## src/rtl/rv64i_pkg.sv

```systemverilog
// rv64i_pkg: constants and types shared by the RV64I front-end blocks.
package rv64i_pkg;

  localparam int XLEN = 64;
  localparam int ILEN = 32;

  // addi x0, x0, 0
  localparam logic [31:0] NOP_INST = 32'h0000_0013;

  typedef enum logic [2:0] {
    IDLE    = 3'd0,
    REQ     = 3'd1,
    WAIT    = 3'd2,
    HOLD    = 3'd3,
    DISCARD = 3'd4,
    TRAPPED = 3'd5
  } fetch_state_t;

endpackage

```

## src/rtl/fetch_ctrl.sv

```systemverilog
// fetch_ctrl: instruction fetch sequencer for the RV64I core.
// Owns the PC, runs a single-outstanding req/gnt/rvalid handshake to
// instruction memory, presents each instruction with its PC+4 to the fetch
// pipeline register, and applies execute-stage redirects, dropping any
// response that belongs to a superseded request.
// Build option: FETCH_CTRL_MISALIGN_TRAP_EN adds the fetch_misalign output and
// parks the fetcher in TRAPPED on a misaligned redirect target.
module fetch_ctrl #(
  parameter int              XLEN     = rv64i_pkg::XLEN,
  parameter int              ILEN     = rv64i_pkg::ILEN,
  parameter logic [XLEN-1:0] RESET_PC = '0
) (
  input  logic            clk,
  input  logic            rst,
  output logic            imem_req,
  output logic [XLEN-1:0] imem_addr,
  input  logic            imem_gnt,
  input  logic            imem_rvalid,
  input  logic [ILEN-1:0] imem_rdata,
  input  logic            redirect_valid,
  input  logic [XLEN-1:0] redirect_pc,
  input  logic            decode_stall,
  output logic [ILEN-1:0] fetch_inst,
  output logic [XLEN-1:0] fetch_pc_next,
  output logic            fetch_stall,
  output logic            fetch_invalid
`ifdef FETCH_CTRL_MISALIGN_TRAP_EN
  ,
  output logic            fetch_misalign
`endif
);
  import rv64i_pkg::*;

  fetch_state_t    state_reg, state_next;
  logic [XLEN-1:0] pc_reg, pc_next;
  logic [XLEN-1:0] addr_reg, addr_next;
  logic            req_reg, req_next;
  logic [ILEN-1:0] inst_reg, inst_next;
  logic [XLEN-1:0] pcn_reg, pcn_next;
  logic            invalid_reg, invalid_next;

  logic [XLEN-1:0] pc_plus4;
  logic [XLEN-1:0] redirect_tgt;
  logic            in_flight;

  // Wraps modulo 2^XLEN by construction.
  assign pc_plus4     = pc_reg + XLEN'(4);
  // Low two bits of a redirect target are always dropped from the fetch address.
  assign redirect_tgt = redirect_pc & ~XLEN'(3);

  // A response is still owed by memory after this cycle: it was granted now,
  // or we are waiting/discarding and it has not arrived yet.
  assign in_flight = ((state_reg == REQ) && imem_gnt) ||
                     (((state_reg == WAIT) || (state_reg == DISCARD)) && !imem_rvalid);

`ifdef FETCH_CTRL_MISALIGN_TRAP_EN
  logic misalign_reg, misalign_next;
  logic redirect_bad;

  assign redirect_bad   = |redirect_pc[1:0];
  assign fetch_misalign = misalign_reg;
`endif

  // Next-state and next-output logic; redirect overrides everything else.
  always_comb begin
    state_next   = state_reg;
    pc_next      = pc_reg;
    inst_next    = inst_reg;
    pcn_next     = pcn_reg;
    invalid_next = invalid_reg;
`ifdef FETCH_CTRL_MISALIGN_TRAP_EN
    misalign_next = misalign_reg;
`endif

    // A presented instruction is consumed when decode is not stalling.
    if (!invalid_reg && !decode_stall) begin
      invalid_next = 1'b1;
    end

    case (state_reg)
      IDLE: state_next = REQ;
      REQ: begin
        if (imem_gnt) begin
          state_next = WAIT;
        end
      end
      WAIT: begin
        if (imem_rvalid) begin
          inst_next    = imem_rdata;
          pcn_next     = pc_plus4;
          pc_next      = pc_plus4;
          invalid_next = 1'b0;
          state_next   = decode_stall ? HOLD : REQ;
        end
      end
      HOLD: begin
        if (!decode_stall) begin
          state_next = REQ;
        end
      end
      DISCARD: begin
        if (imem_rvalid) begin
`ifdef FETCH_CTRL_MISALIGN_TRAP_EN
          state_next = misalign_reg ? TRAPPED : REQ;
`else
          state_next = REQ;
`endif
        end
      end
      TRAPPED: state_next = TRAPPED;
      default: state_next = IDLE;
    endcase

    if (redirect_valid) begin
      pc_next      = redirect_tgt;
      invalid_next = 1'b1;
      // Any response landing this cycle belongs to the old path.
      inst_next    = inst_reg;
      pcn_next     = pcn_reg;
      state_next   = in_flight ? DISCARD : REQ;
`ifdef FETCH_CTRL_MISALIGN_TRAP_EN
      misalign_next = redirect_bad;
      if (redirect_bad && !in_flight) begin
        state_next = TRAPPED;
      end
`endif
    end

    // Request outputs are registered so they reflect the state being entered.
    req_next  = (state_next == REQ);
    addr_next = req_next ? pc_next : addr_reg;
  end

  // State, PC and registered outputs.
  always_ff @(posedge clk or posedge rst) begin
    if (rst) begin
      state_reg   <= IDLE;
      pc_reg      <= RESET_PC;
      addr_reg    <= RESET_PC;
      req_reg     <= 1'b0;
      inst_reg    <= ILEN'(NOP_INST);
      pcn_reg     <= RESET_PC;
      invalid_reg <= 1'b1;
    end else begin
      state_reg   <= state_next;
      pc_reg      <= pc_next;
      addr_reg    <= addr_next;
      req_reg     <= req_next;
      inst_reg    <= inst_next;
      pcn_reg     <= pcn_next;
      invalid_reg <= invalid_next;
    end
  end

`ifdef FETCH_CTRL_MISALIGN_TRAP_EN
  // Misalignment flag follows the most recent redirect target.
  always_ff @(posedge clk or posedge rst) begin
    if (rst) begin
      misalign_reg <= 1'b0;
    end else begin
      misalign_reg <= misalign_next;
    end
  end
`endif

  assign imem_req      = req_reg;
  assign imem_addr     = addr_reg;
  assign fetch_inst    = inst_reg;
  assign fetch_pc_next = pcn_reg;
  assign fetch_invalid = invalid_reg;
  assign fetch_stall   = decode_stall;

endmodule
```

## config.mk

```make
export PLATFORM = sky130hd
export DESIGN_NAME = fetch_ctrl
export DESIGN_NICKNAME = d
export VERILOG_FILES = /design/src/rtl/rv64i_pkg.sv /design/src/rtl/fetch_ctrl.sv
export SDC_FILE = /design/constraint.sdc
export NUM_CORES = 1
export LEC_CHECK = 0
export ABC_AREA = 1
export CAP_MARGIN = 30
export CORE_UTILIZATION = 35
export CTS_BUF_LIST = sky130_fd_sc_hd__clkbuf_8 sky130_fd_sc_hd__clkbuf_16
export DETAILED_ROUTE_END_ITERATION = 6
export PLACE_DENSITY = 0.64
export SLEW_MARGIN = 25
export SYNTH_ARGS = -nofsm -noshare
export SYNTH_HDL_FRONTEND = slang
export SYNTH_SLANG_ARGS = --single-unit
```

## constraint.sdc

```tcl
create_clock -name clk -period 9.39 [get_ports clk]
set_clock_uncertainty 0.1 [all_clocks]
set_input_delay 2.3475 -clock clk [delete_from_list [all_inputs] [get_ports clk]]
set_output_delay 2.3475 -clock clk [all_outputs]
set_load 0.005 [all_outputs]
```

==> results.yml <==
synthesis:
  synth_edf_count: 0
  yosysWarnings: 0
  syn_inst: 1500
  ys_types: 29
  synth_ff_type: "dfrtp_1"
  synth_nets: 1603
  async_reset_ff_share_pct: 100
  syn_area_um2: 11000
  avgSynthCellArea_um2: 7.33
  synth.ff_latch_count: 229
  seq_area_frac_synth_pct: 52.2
cells_and_area:
  area_growth_pct: 34.9
  drive_above_1_share_pct: 5.08
  stdcell_area_um2: 14800
  diodes: 0
  nNetsFinal: 1858
  fin_cells: 2169
  fillCellCount: 3045
clock_tree:
  htreeDepth: 1
  root_buffer: "clkbuf_16"
  cts_hold_buffers: 0
  clock_sinks: 229
  clk_latency_ns: 0.54
  cts_resized: 0
  cts_tree: "built"
  numCtsBuffers: 27
  clk_pin_slew_ns: 0.05
  postCtsSetupBuffers: 0
  cts_buffer_depth: 3
floorplan:
  start_util_pct: 35.8
  die_w_um: 179
  coreArea_um2: 30700
  placementRows: 64
  die_area_um2: 32100
  die_h_um: 179
  pin_count: 265
power:
  power_mw: 3.14
  p_per_area_nw_per_um2: 212
  ir_worst_vdd_mv: 0.122
  p_leak_nw: 7.63
global_routing:
  grt_pass1_vias: 10200
  grtUsageTotal_pct: 22.7
  grt_pass1_wl_mm: 55.9
  antenna_found_initial: 0
  grt_max_degree: 93
  globalRoute.totalOverflow: 0
placed_design:
  io_buffer_count: 262
  place_congestion: 0.929
  dpl.hpwl_mm: 25.9
  dp_cells: 2121
  placed_cell_area_um2: 14000
routing:
  antenna_left: 0
  routed_wl_mm: 36.3
  avgRoutedWirePerCell_um: 16.7
  viasPerCell: 4.81
  via_count: 10400
  drt_iter0_drc: 711
  first_pass_iters: 7
  drc: 55
critical_path:
  worstSetupEndpoint: "fetch_stall"
  cp_max_fo: 3
  worstReg2RegStart: "state_reg[2]"
  critPathMostFrequentCell: "clkdlybuf4s50_1"
  setup.worst_path.start_class: "input pin"
  critPathCaptureType: "primary output"
  r2r_end: "imem_addr[5]"
  r2r_cells: 12
  crit_path_top_delay_cell: "clkdlybuf4s50_1"
  cpPeakStageDelay_ns: 0.54
  r2r_slack_ns: 6.57
  crit_buf_inv: 2
  path_cells: "clkdlybuf4s50_1 -> clkdlybuf4s50_1"
  required_ns: 6.94
  arrival_ns: 3.41
  critical_path.startpoint: "decode_stall"
  path_depth: 2
  worst-setup-path-type: "input pin to primary output"
  cp_top_family: "buffers and inverters"
sta:
  finalMaxSlewViolations: 0
  tightest_slew_ns: 0.837
  setup_viol_count_final: 0
  rsz0062_at_grt: "no"
  finalCritPeriodShare_pct: 62.4
  hold_viol_final: 0
  holdWs_ns: 0.366
  max_freq_mhz: 171
  min_period_ns: 5.86
  tns_ns: 0
  relSlewSlack_pct: 44.0
outcome:
  violations: "design-rule violations"
  status: "finished, violations left"
worst_hold_path:
  whs_path_depth: 2
  hold_path_class: "register to register"
job:
  drv_cap: 0
-- power breakdown --
part	total [mW]	switching [mW]	leakage, nW	internal, mW
logic	0.801	0.350	4.24	0.452
registers	1.34	0.142	2.94	1.20
clock network	1.00	0.414	0.450	0.586
total	3.14	0.906	7.63	2.24
-- Yosys cell counts (2+ instances only) --
cell type	count	share of area [%]
nand2_1	739	25
dfrtp_1	225	51
inv_1	143	4.9
nor2_1	111	3.8
nand3_1	89	4.1
o21ai_0	43	2.0
o21ai_1	25	1.1
buf_2	20	0.91
o211ai_1	12	0.82
buf_1	11	0.38
inv_2	11	0.38
a21oi_1	9	0.41
nor2_2	9	0.51
buf_4	7	0.48
clkbuf_1	7	0.24
nand2_2	7	0.40
nand4_1	7	0.40
nor2_4	6	0.61
xor2_1	5	0.40
dfstp_2	4	0.96
clkinv_1	2	0.068
-- area by class of cell --
class	instances	area (um2)	share of cell area, %
sequential	229	5740	38.7
multi-input combinational	1069	4440	30.0
timing repair buffer	272	2720	18.3
clock buffer	32	744	5.02
inverter	156	594	4.01
tap	396	495	3.34
clock inverter	15	97.6	0.658
-- cells by family (layout without fill, tap and decap cells) --
group,count (synthesis),count (layout),synth area share (%)
compound gates,93,93,4.60
xor+xnor,5,5,0.398
fa+ha+maj,1,1,0.114
buf+inv,202,475,7.43
flops,229,229,52.2
simple gates,970,970,35.3
-- per-stage QoR --
stage                     setup WS [ns]  util [%]
after floorplan                   0.673         -
after global placement             3.53      45.3
after detailed placement           3.52      45.4
after CTS                          3.52      48.1
after global routing               3.50      48.2
final                              3.53      48.2
-- worst min-delay path by stage --
| stage | endpoint | start | slack [ns] |
|---|---|---|---|
| finish | fetch_inst[26] | fetch_inst[26] | 0.37 |
| global route | fetch_inst[20] | fetch_inst[20] | 0.38 |
| CTS | fetch_inst[29] | fetch_inst[29] | 0.37 |
| detailed placement | fetch_inst[20] | fetch_inst[20] | 0.36 |
| global placement | fetch_inst[1] | fetch_inst[1] | 0.35 |
| floorplan | fetch_inst[0] | fetch_inst[0] | 0.35 |
-- routing by layer --
metal  global-route usage (%)  vias up  routed length, um
li1                         -     5104                  -
met1                     29.3     4905              15300
met2                     38.8      361              17200
met3                     3.60       61               2730
met4                     6.83        0               1080
met5                        0        -                  0
-- cells in the final DEF, fill, tap and decap left out, drive strengths merged --
cell / instances
clkinv: 8
o221ai: 1
a21oi: 9
dfstp: 4
nand3: 89
ha: 1
dfrtp: 225
clkbuf: 32
o211ai: 12
clkdlybuf4s50: 261
nor2: 127
xor2: 5
bufinv: 1
buf: 11
inv: 162
o21a: 1
o21bai: 1
a31oi: 1
o21ai: 68
nand4: 7
nand2: 747
Power figures use the tool's default switching activity.
